### src/rtl/frame_line_tracker.sv
// Field line counter with interlaced frame-line mapping, frame numbering and
// field timing supervision (length and parity alternation) that drives a lock flag.
module frame_line_tracker #(
    parameter int LINE_WIDTH        = 10,
    parameter int FIELD_LINES_MIN   = 312,
    parameter int FIELD_LINES_MAX   = 313,
    parameter int FIELD_ORDER       = 0,
    parameter int FRAME_COUNT_WIDTH = 16,
    parameter int LOCK_FIELDS       = 4
) (
    input  logic                         pixelClockX6,
    input  logic                         nReset,
    input  logic                         pixelClockX1_en,
    input  logic                         lineStart,
    input  logic                         fieldStart,
    input  logic                         isFieldOdd,
    output logic [LINE_WIDTH-1:0]        fieldLine,
    output logic [LINE_WIDTH:0]          frameLine,
    output logic [FRAME_COUNT_WIDTH-1:0] frameNumber,
    output logic                         frameStart,
    output logic                         locked,
    output logic                         fieldError
);

    localparam logic [LINE_WIDTH-1:0] LINE_MAX   = {LINE_WIDTH{1'b1}};
    localparam logic [3:0]            LOCK_COUNT = 4'(LOCK_FIELDS);
    // Parity of the field that opens a frame; that field carries the even frame lines.
    localparam logic                  FIRST_PARITY = (FIELD_ORDER == 0);

    function automatic logic [3:0] sat_good(input logic [3:0] count);
        return (count >= LOCK_COUNT) ? LOCK_COUNT : count + 4'd1;
    endfunction

    function automatic logic [LINE_WIDTH:0] map_line(input logic [LINE_WIDTH-1:0] line,
                                                     input logic parity);
        return {line, parity ^ FIRST_PARITY};
    endfunction

    logic                  parity;
    logic                  overflow;
    logic                  seen_field;
    logic [3:0]            good_count;

    logic [LINE_WIDTH-1:0] line_next;
    logic                  parity_next;
    logic                  line_saturated;
    logic [LINE_WIDTH:0]   field_len;
    logic                  len_ok;
    logic                  field_good;
    logic                  frame_first;
    logic [3:0]            good_next;

    assign field_len   = {1'b0, fieldLine} + 1'b1;
    assign len_ok      = (int'(field_len) >= FIELD_LINES_MIN) &&
                         (int'(field_len) <= FIELD_LINES_MAX);
    assign field_good  = len_ok && !overflow && (isFieldOdd != parity);
    assign frame_first = (isFieldOdd == FIRST_PARITY);
    assign good_next   = sat_good(good_count);

    // fieldStart takes precedence over a coincident lineStart.
    always_comb begin
        line_next      = fieldLine;
        parity_next    = parity;
        line_saturated = 1'b0;
        if (fieldStart) begin
            line_next   = '0;
            parity_next = isFieldOdd;
        end else if (lineStart) begin
            if (fieldLine == LINE_MAX) begin
                line_saturated = 1'b1;
            end else begin
                line_next = fieldLine + 1'b1;
            end
        end
    end

    always_ff @(posedge pixelClockX6) begin
        if (!nReset) begin
            fieldLine   <= '0;
            frameLine   <= '0;
            frameNumber <= '0;
            frameStart  <= 1'b0;
            locked      <= 1'b0;
            fieldError  <= 1'b0;
            good_count  <= '0;
            parity      <= 1'b0;
            overflow    <= 1'b0;
            seen_field  <= 1'b0;
        end else if (pixelClockX1_en) begin
            frameStart <= 1'b0;
            fieldError <= 1'b0;
            if (fieldStart || lineStart) begin
                fieldLine <= line_next;
                frameLine <= map_line(line_next, parity_next);
                parity    <= parity_next;
            end
            if (fieldStart) begin
                overflow   <= 1'b0;
                seen_field <= 1'b1;
                if (frame_first) begin
                    frameStart  <= 1'b1;
                    frameNumber <= frameNumber + 1'b1;
                end
                // The first field after reset has no known start, so it is not judged.
                if (seen_field) begin
                    if (field_good) begin
                        good_count <= good_next;
                        locked     <= (good_next == LOCK_COUNT);
                    end else begin
                        fieldError <= 1'b1;
                        good_count <= '0;
                        locked     <= 1'b0;
                    end
                end
            end else if (line_saturated) begin
                overflow <= 1'b1;
            end
        end
    end

endmodule
### config.mk
export PLATFORM = sky130hd
export DESIGN_NAME = frame_line_tracker
export DESIGN_NICKNAME = d
export VERILOG_FILES = /design/src/rtl/frame_line_tracker.sv
export SDC_FILE = /design/constraint.sdc
export NUM_CORES = 1
export LEC_CHECK = 0
export BUFFER_PORTS_ARGS = -buffer_cell sky130_fd_sc_hd__buf_2
export CORE_MARGIN = 8
export CORE_UTILIZATION = 44
export DETAILED_ROUTE_END_ITERATION = 16
export HOLD_SLACK_MARGIN = 0.02
export PLACE_DENSITY = 0.79
export SETUP_SLACK_MARGIN = 0.4
export SYNTH_ARGS = -nofsm -noshare
export SYNTH_HDL_FRONTEND = slang
export SYNTH_SLANG_ARGS = --single-unit
### constraint.sdc
create_clock -name pixelClockX6 -period 4.4 [get_ports pixelClockX6]
set_input_delay 0.88 -clock pixelClockX6 [delete_from_list [all_inputs] [get_ports pixelClockX6]]
set_output_delay 0.88 -clock pixelClockX6 [all_outputs]
set_load 0.05 [all_outputs]
==> results of run 1 <==
[cell usage after synthesis (2+ instances only)]
| library cell | n | share of area [%] |
|---|---|---|
| or4_1 | 3 | 1.2 |
| a22oi_1 | 3 | 1.2 |
| dfxtp_1 | 37 | 39 |
| inv_1 | 6 | 1.2 |
| ha_1 | 4 | 2.6 |
| o21ai_0 | 12 | 3.2 |
| nor2b_1 | 2 | 0.66 |
| buf_4 | 12 | 4.7 |
| xnor2_1 | 5 | 2.3 |
| clkbuf_1 | 5 | 0.99 |
| nor2_1 | 36 | 7.1 |
| and3_1 | 4 | 1.3 |
| a21oi_1 | 6 | 1.6 |
| nand2_1 | 15 | 3.0 |
| nand4_1 | 7 | 2.3 |
| nand3_1 | 20 | 5.3 |
| mux2i_1 | 2 | 1.1 |
| a31oi_1 | 3 | 0.99 |
| nor3_1 | 5 | 1.3 |
| nand4b_1 | 2 | 0.92 |
| xor2_1 | 14 | 6.5 |
| nand2b_1 | 3 | 0.99 |
| and4_1 | 2 | 0.92 |
| and2_1 | 3 | 0.99 |
[cell families (layout without fill, tap and decap cells)]
group	after synthesis	in the layout	synth area share [%]
buffers and inverters	26	59	7.64
muxes	2	2	1.05
xor gates and xnor gates	19	19	8.76
AOI/OAI and AO/OA	31	31	10.5
adders and majority gates	4	4	2.64
DFF	37	37	39.0
and+or+nand+nor	111	111	30.4
[area by class of cell]
cell class                 instances  share of cell area, %
multi-input combinational        167                   46.5
timing repair buffer              45                   10.3
inverter                           6                   1.03
clock buffer                       6                   3.33
sequential                        37                   34.0
tap                               52                   2.99
clock inverter                     2                   1.78
[flip-flops by register name, summed over array words and instances, names as in the netlist]
signal	cells
overflow	1
fieldLine	10
frameLine	1
locked	1
parity	1
seen_field	1
fieldError	1
frameNumber	16
good_count	4
frameStart	1
[power by group through the flow]
stage | sequential (uW) | clock, uW | combinational (uW)
2_1_floorplan | 358 | 0 | 26.9
3_3_place_gp | 350 | 0 | 45.3
3_5_place_dp | 350 | 0 | 45.9
4_1_cts | 342 | 297 | 46.0
5_1_grt | 343 | 309 | 50.4
6_report | 342 | 290 | 45.7
[per-layer routing]
layer / wire length (um) / share of wire, % / vias up / track usage (%)
li1: - / - / 855 / -
met1: 1920 / 46 / 760 / 16.2
met2: 1890 / 45 / 53 / 21.4
met3: 312 / 7.5 / 2 / 3.72
met4: 29 / 0.70 / 0 / 5.44
met5: 0 / 0 / - / 0
[worst max-delay path, delay by kind of cell, from the launching register on]
| kind | cells | cell delay, ns |
|---|---|---|
| flip-flops | 1 | 0.45 |
| XOR/XNOR | 1 | 0.18 |
| AO/OA/AOI/OAI | 3 | 0.80 |
| AND/OR/NAND/NOR | 1 | 0.22 |
| adder cells (fa/ha/maj) | 1 | 0.28 |
[how the worst max path moves through the flow]
stage | from | endpoint | slack (ns) | cells after the start
global placement | nReset | fieldLine[5] | 2.12 | 4
global route | fieldLine[0] | fieldError | 2.12 | 6
detailed placement | fieldStart | frameNumber[15] | 2.08 | 6
floorplan | fieldLine[0] | fieldLine[1] | 2.19 | 6
finish | fieldLine[0] | fieldError | 2.35 | 6
CTS | fieldLine[0] | fieldError | 2.33 | 6
[through the flow]
| step | hold WS, ns | util (%) | setup slack [ns] | area [sq um] | cells |
|---|---|---|---|---|---|
| global route | 0.511 | 51.1 | 2.12 | 2180 | 315 |
| CTS | 0.480 | 51.1 | 2.33 | 2180 | 315 |
| finish | 0.477 | 51.1 | 2.35 | 2180 | 315 |
| detailed placement | 0.463 | 48.5 | 2.08 | 2070 | 307 |
| global placement | 0.463 | 48.5 | 2.12 | 2070 | 307 |
| floorplan | 0.438 | - | 2.19 | 1900 | 230 |
==> impl_metrics.json, run 1 <==
{
  "outcome": "completed",
  "yosysSeqAreaShare_pct": 39.0,
  "cts_tree": "done",
  "grt_pass1_vias": 1550,
  "slew_headroom_pct": 41.3,
  "required_ns": 4.58,
  "synth_edf_count": 0,
  "cts_max_level": 2,
  "synth_nets": 240,
  "nNetsFinal": 272,
  "drt_wl_total_um": 4160,
  "diodes": 0,
  "rsz0062_at_grt": "false",
  "p_per_area_nw_per_um2": 311,
  "syn_to_final_growth_pct": 14.7,
  "cts_setup_buffers": 0,
  "worstHoldStart": "good_count[1]",
  "cts_hold_buf": 0,
  "fill_cells": 409,
  "yosysUniqueCellTypes": 43,
  "vias_per_cell": 5.30,
  "clk_pin_slew_ns": 0.08,
  "numCtsBuffers": 5,
  "drv_cap": 0,
  "finalSetupViolCount": 0,
  "num_vias": 1670,
  "post_cts_resize_count": 0,
  "hpwlAfterDp_um": 3090,
  "min_to": "good_count[1]",
  "place_congestion": 0.841,
  "synth.cell_area_sq_um": 1900,
  "endpoint_kind": "register",
  "die-height_um": 81.7,
  "min_delay_path_depth": 2,
  "p_sw_uw": 157,
  "wl_per_cell_um": 13.2,
  "switching_share_pct": 23.2,
  "synth-seq-cells": 37,
  "p_seq_share_pct": 50.5,
  "antenna_found_initial": 0,
  "slowest_delay_ns": 0.45,
  "final_cell_mix": "buf_2 (45), dfxtp_1 (37), nor2_1 (36)",
  "drt_iter0_drc": 181,
  "p_clk_share_pct": 42.8,
  "max_slew.worst_pin.slew_ns": 0.880,
  "synth_ff_type": "dfxtp_1",
  "core_region_area_sq_um": 4260,
  "path_cells": "ha_1, nand4_1, xnor2_1, o21ai_0, o2111ai_1, a31o_2",
  "die_w_um": 81.7,
  "die-area_sq_um": 6670,
  "peakVddDrop_mv": 0.240,
  "grt_max_degree": 31,
  "path_class": "register to register",
  "grt_pass1_wl_um": 7050,
  "cts_root_buf": "clkbuf_8",
  "worst_skew_pair.late_latency_ns": 0.29,
  "ant_nets": 0,
  "boundaryPins": 46,
  "overflow": 0,
  "fin_skew_ns": 0.00979,
  "r2r_slack_ns": 2.35,
  "synth-async-reset-ratio_pct": 0,
  "cp.arrival_ns": 2.22,
  "timing.rr.end": "fieldError",
  "period_needed_ns": 2.05,
  "combPwrFrac_pct": 6.7,
  "final.setup.tns_ns": 0,
  "multiInputGateArea_sq_um": 1010,
  "layout_commonest_cell": "buf_2",
  "initial_core_util_pct": 44.5,
  "rows": 24,
  "syn_area_per_cell_sq_um": 8.26,
  "netlist_instances": 230,
  "cp_max_fo": 8,
  "startpoint_type": "register",
  "period_share_pct": 46.5,
  "drive_gt1_share_pct": 22.4,
  "ys_warn_count": 0,
  "fmax_mhz": 489,
  "p_leak_uw": 0.000937,
  "min_path_type": "register to register",
  "p_int_uw": 521,
  "slew_violations": 0,
  "finalHoldViolations": 0,
  "r2r_cells": 6,
  "cts.sink_count": 37,
  "portBuffers": 45,
  "clk_path_buf_depth": 2,
  "route.detailed.drc": 0,
  "r2r-start": "fieldLine[0]",
  "cpMaxStageDelayCell": "dfxtp_1",
  "grt_usage_pct": 13.2,
  "regArea_sq_um": 741,
  "drt_pass1_iterations": 4,
  "power_uw": 678
}
(Power assumes the default switching activity.)
==> run 2: changes to the inputs <==
==> constraint.sdc (replaced) <==
create_clock -name pixelClockX6 -period 2.1 [get_ports pixelClockX6]
set_input_delay 0.42 -clock pixelClockX6 [delete_from_list [all_inputs] [get_ports pixelClockX6]]
set_output_delay 0.42 -clock pixelClockX6 [all_outputs]
set_load 0.05 [all_outputs]
==> impl_metrics.json, run 2 (synthesized netlist as in run 1, its figures left out) <==
{
  "drive_gt1_share_pct": 36.2,
  "grt_usage_pct": 14.6,
  "reg_top3": "frameNumber x16, fieldLine x10, good_count x4",
  "finalSetupViolCount": 0,
  "final.setup.tns_ns": 0,
  "diodes": 0,
  "final_cell_mix": "buf_2 (45), nor2_1 (36), nand3_1 (19), dfxtp_1 (19), nand2_1 (15)",
  "cts_tree": "done",
  "die_w_um": 81.7,
  "place_congestion": 0.910,
  "antenna_found_initial": 0,
  "core_region_area_sq_um": 4260,
  "cts_root_buf": "clkbuf_8",
  "grt_pass1_wl_um": 7680,
  "hpwlAfterDp_um": 3210,
  "boundaryPins": 46,
  "ant_nets": 0,
  "drt_pass1_iterations": 4,
  "cts.sink_count": 37,
  "endpoint_kind": "register",
  "min_path_type": "input port to register",
  "drt_wl_total_um": 4560,
  "grt_max_degree": 23,
  "die-height_um": 81.7,
  "worst_skew_pair.late_latency_ns": 0.30,
  "largest_reg_flops": 16,
  "slew_violations": 0,
  "timing.hold.ws_ns": 0.455,
  "nNetsFinal": 280,
  "drt_iter0_drc": 98,
  "fmax_mhz": 596,
  "cts_hold_buf": 0,
  "initial_core_util_pct": 44.5,
  "numCtsBuffers": 5,
  "overflow": 0,
  "drv_cap": 0,
  "cp_max_fo": 5,
  "vias_per_cell": 5.39,
  "period_share_pct": 80.0,
  "cp.arrival_ns": 1.87,
  "max_slew.worst_pin.slew_ns": 0.313,
  "p_leak_uw": 0.000994,
  "syn_to_final_growth_pct": 22.9,
  "portBuffers": 45,
  "finalHoldViolations": 0,
  "p_per_area_nw_per_um2": 568,
  "rows": 24,
  "die-area_sq_um": 6670,
  "clk_pin_slew_ns": 0.07,
  "path_class": "register to register",
  "layout_commonest_cell": "buf_2",
  "fin_skew_ns": 0.00740,
  "peakVddDrop_mv": 0.390,
  "slew_headroom_pct": 79.1,
  "num_vias": 1742,
  "route.detailed.drc": 0,
  "outcome": "completed",
  "wl_per_cell_um": 14.1,
  "clk_path_buf_depth": 2,
  "largest_register": "frameNumber",
  "cts_max_level": 2,
  "rsz0062_at_grt": "true",
  "grt_pass1_vias": 1681,
  "required_ns": 2.29,
  "period_needed_ns": 1.68,
  "startpoint_type": "register"
}
-- run 2: changes by cell type in the layout (fill, tap and decap cells not counted), sizes merged --
| cell | delta |
|---|---|
| buf | +8 |
| clkinv | +2 |
| bufinv | -1 |
| clkbuf | -1 |
-- run 2: timing repair --
item                                   4_1_cts  5_1_grt
endpoints found under the hold margin        0        0
gates resized for setup                      6        6
pin swaps                                    6        5
buffers inserted                             4        1
setup endpoints to repair                    8       12
-- run 2: per-layer routing --
layer	global-route usage (%)	wire [um]	vias to the layer above
li1	-	-	874
met1	17.7	2080	808
met2	23.0	2080	51
met3	4.05	297	9
met4	8.07	106	0
met5	0	0	-
-- run 2: layout make-up --
class / instances / area (sq um)
repair buffers: 53 / 285
well taps: 52 / 65.1
clock buffers: 5 / 68.8
inverters: 6 / 22.5
flip-flops and latches: 37 / 781
clock inverters: 3 / 22.5
multi-input cells: 167 / 1090
fillers: 399 / 1930
-- run 2: critical path, stage by stage (launching register included) --
cell and delay (ns):
dfxtp_4 0.38, buf_4 0.13, nand2_1 0.10, or4_1 0.43, o21ai_2 0.11, o2111ai_4 0.16
a31o_2 0.26
-- run 2: power by group --
group          internal (uW)  switching (uW)
Sequential               700            7.52
Combinational           32.2            74.7
Clock                    235             275
-- run 2: final timing paths --
check / slack (ns) / cells past startpoint / from / endpoint
hold / removal: 0.45 / 3 / isFieldOdd / frameNumber[1]
setup reg to reg: 0.42 / 6 / fieldLine[0] / fieldError
hold reg to reg: 0.47 / 2 / frameStart / frameStart
setup / recovery: 0.42 / 6 / fieldLine[0] / fieldError
-- run 2: per-stage QoR --
stage          cell area [sq um]  util [%]  power, uW  setup WS, ns  instances
2_1_floorplan               1960         -        800         0.307        230
3_3_place_gp                2150      50.4        825         0.374        310
3_5_place_dp                2150      50.4        827         0.325        310
4_1_cts                     2300      54.0       1340         0.407        322
5_1_grt                     2330      54.7       1380         0.345        323
6_report                    2330      54.7       1320         0.421        323
==> run 3: changes to the inputs <==
==> constraint.sdc (replaced) <==
create_clock -name pixelClockX6 -period 1.6 [get_ports pixelClockX6]
set_input_delay 0.32 -clock pixelClockX6 [delete_from_list [all_inputs] [get_ports pixelClockX6]]
set_output_delay 0.32 -clock pixelClockX6 [all_outputs]
set_load 0.05 [all_outputs]
==> impl_metrics.json, run 3 (synthesized netlist as in run 1, its figures left out) <==
{
  "overflow": 0,
  "startpoint_type": "register",
  "grt_usage_pct": 16.0,
  "finalHoldViolations": 0,
  "final.setup.tns_ns": -0.0520,
  "peakVddDrop_mv": 0.504,
  "largest_register": "frameNumber",
  "cts_root_buf": "clkbuf_8",
  "core_region_area_sq_um": 4260,
  "ant_nets": 0,
  "antenna_found_initial": 0,
  "drt_pass1_iterations": 4,
  "wl_per_cell_um": 15.7,
  "final_cell_mix": "buf_4 (36), nor2_1 (33), buf_6 (25)",
  "reg_top3": "frameNumber x16, fieldLine x10, good_count x4",
  "power_uw": 1870,
  "drt_wl_total_um": 5570,
  "initial_core_util_pct": 44.5,
  "fmax_mhz": 615,
  "fin_skew_ns": 0.00714,
  "place_congestion": 0.868,
  "drv_cap": 0,
  "path_class": "register to register",
  "endpoint_kind": "register",
  "clk_pin_slew_ns": 0.08,
  "vias_per_cell": 5.43,
  "grt_pass1_vias": 1881,
  "nNetsFinal": 312,
  "grt_pass1_wl_um": 8490,
  "p_per_area_nw_per_um2": 611,
  "layout_commonest_cell": "buf_4",
  "die_w_um": 81.7,
  "drive_gt1_share_pct": 51.8,
  "max_slew.worst_pin.slew_ns": 0.326,
  "setup_ws_ns": -0.0249,
  "slew_headroom_pct": 78.0,
  "cts_max_level": 2,
  "cp.arrival_ns": 1.79,
  "die-area_sq_um": 6670,
  "finalSetupViolCount": 4,
  "period_share_pct": 102,
  "cts_tree": "done",
  "place_ws_ns": -0.0158,
  "grt_max_degree": 30,
  "largest_reg_flops": 16,
  "portBuffers": 45,
  "violations": "setup timing",
  "worst_skew_pair.late_latency_ns": 0.29,
  "rows": 24,
  "syn_to_final_growth_pct": 61.1,
  "outcome": "complete, but fails checks",
  "cp_max_fo": 6,
  "die-height_um": 81.7,
  "rsz0062_at_grt": "true",
  "diodes": 0,
  "min_path_type": "input port to register",
  "cts.sink_count": 37,
  "slew_violations": 0,
  "period_needed_ns": 1.62,
  "drt_iter0_drc": 96,
  "boundaryPins": 46,
  "num_vias": 1926,
  "hpwlAfterDp_um": 3560,
  "required_ns": 1.77,
  "numCtsBuffers": 5,
  "clk_path_buf_depth": 2,
  "p_leak_uw": 0.00124,
  "route.detailed.drc": 0
}
==> run 3: cell count changes in the layout (fill, tap and decap cells not counted), sizes merged <==
cell	delta
buf	+32
clkbuf	+2
clkinv	-3
inv	+1
==> run 3: through the flow <==
stage | instances | util, % | hold WS [ns] | cell area (sq um)
finish | 355 | 71.7 | 0.362 | 3060
global route | 355 | 71.7 | 0.352 | 3060
CTS | 346 | 67.3 | 0.342 | 2870
detailed placement | 325 | 54.9 | 0.452 | 2340
global placement | 325 | 54.9 | 0.443 | 2340
floorplan | 230 | - | 0.438 | 2070
==> run 3: worst paths after layout <==
check                     from              to  slack (ns)  depth (start not counted)
setup / recovery  fieldLine[0]    fieldLine[3]       -0.02                          6
hold / removal      isFieldOdd  frameNumber[1]        0.36                          3
setup reg to reg  fieldLine[0]    fieldLine[3]       -0.02                          6
hold reg to reg         locked          locked        0.47                          2
==> run 3: final cells by class <==
| class | instances | area [sq um] |
|---|---|---|
| inverters | 6 | 22.5 |
| flip-flops and latches | 37 | 817 |
| clock buffers | 7 | 108 |
| clock inverters | 1 | 6.26 |
| fillers | 299 | 1200 |
| well taps | 52 | 65.1 |
| repair buffers | 85 | 842 |
| multi-input cells | 167 | 1200 |
==> run 3: power breakdown <==
| group | switching (uW) | total (uW) | internal (uW) |
|---|---|---|---|
| sequential | 12.1 | 914 | 902 |
| clock | 343 | 788 | 445 |
| combinational | 106 | 166 | 60.0 |
==> run 3: what timing repair did <==
action	in CTS	in global routing
hold buffers	0	0
pin swaps	19	23
resized for setup	96	34
endpoints found under the setup margin	66	62
buffers inserted	13	9
==> run 3: worst max-delay path, stage by stage, from the launching register on <==
cell,delay (ns)
dfxtp_4,0.39
ha_4,0.13
nand4_1,0.11
or3b_4,0.45
and4b_4,0.22
a22oi_1,0.16
nor2_1,0.05
==> run 3: layer usage <==
layer / part of all wire, % / wire length (um) / track usage [%]
met5: 0 / 0 / 0
met3: 4.9 / 273 / 4.81
met1: 42 / 2350 / 17.7
met4: 1.4 / 78 / 4.91
met2: 51 / 2870 / 28.9
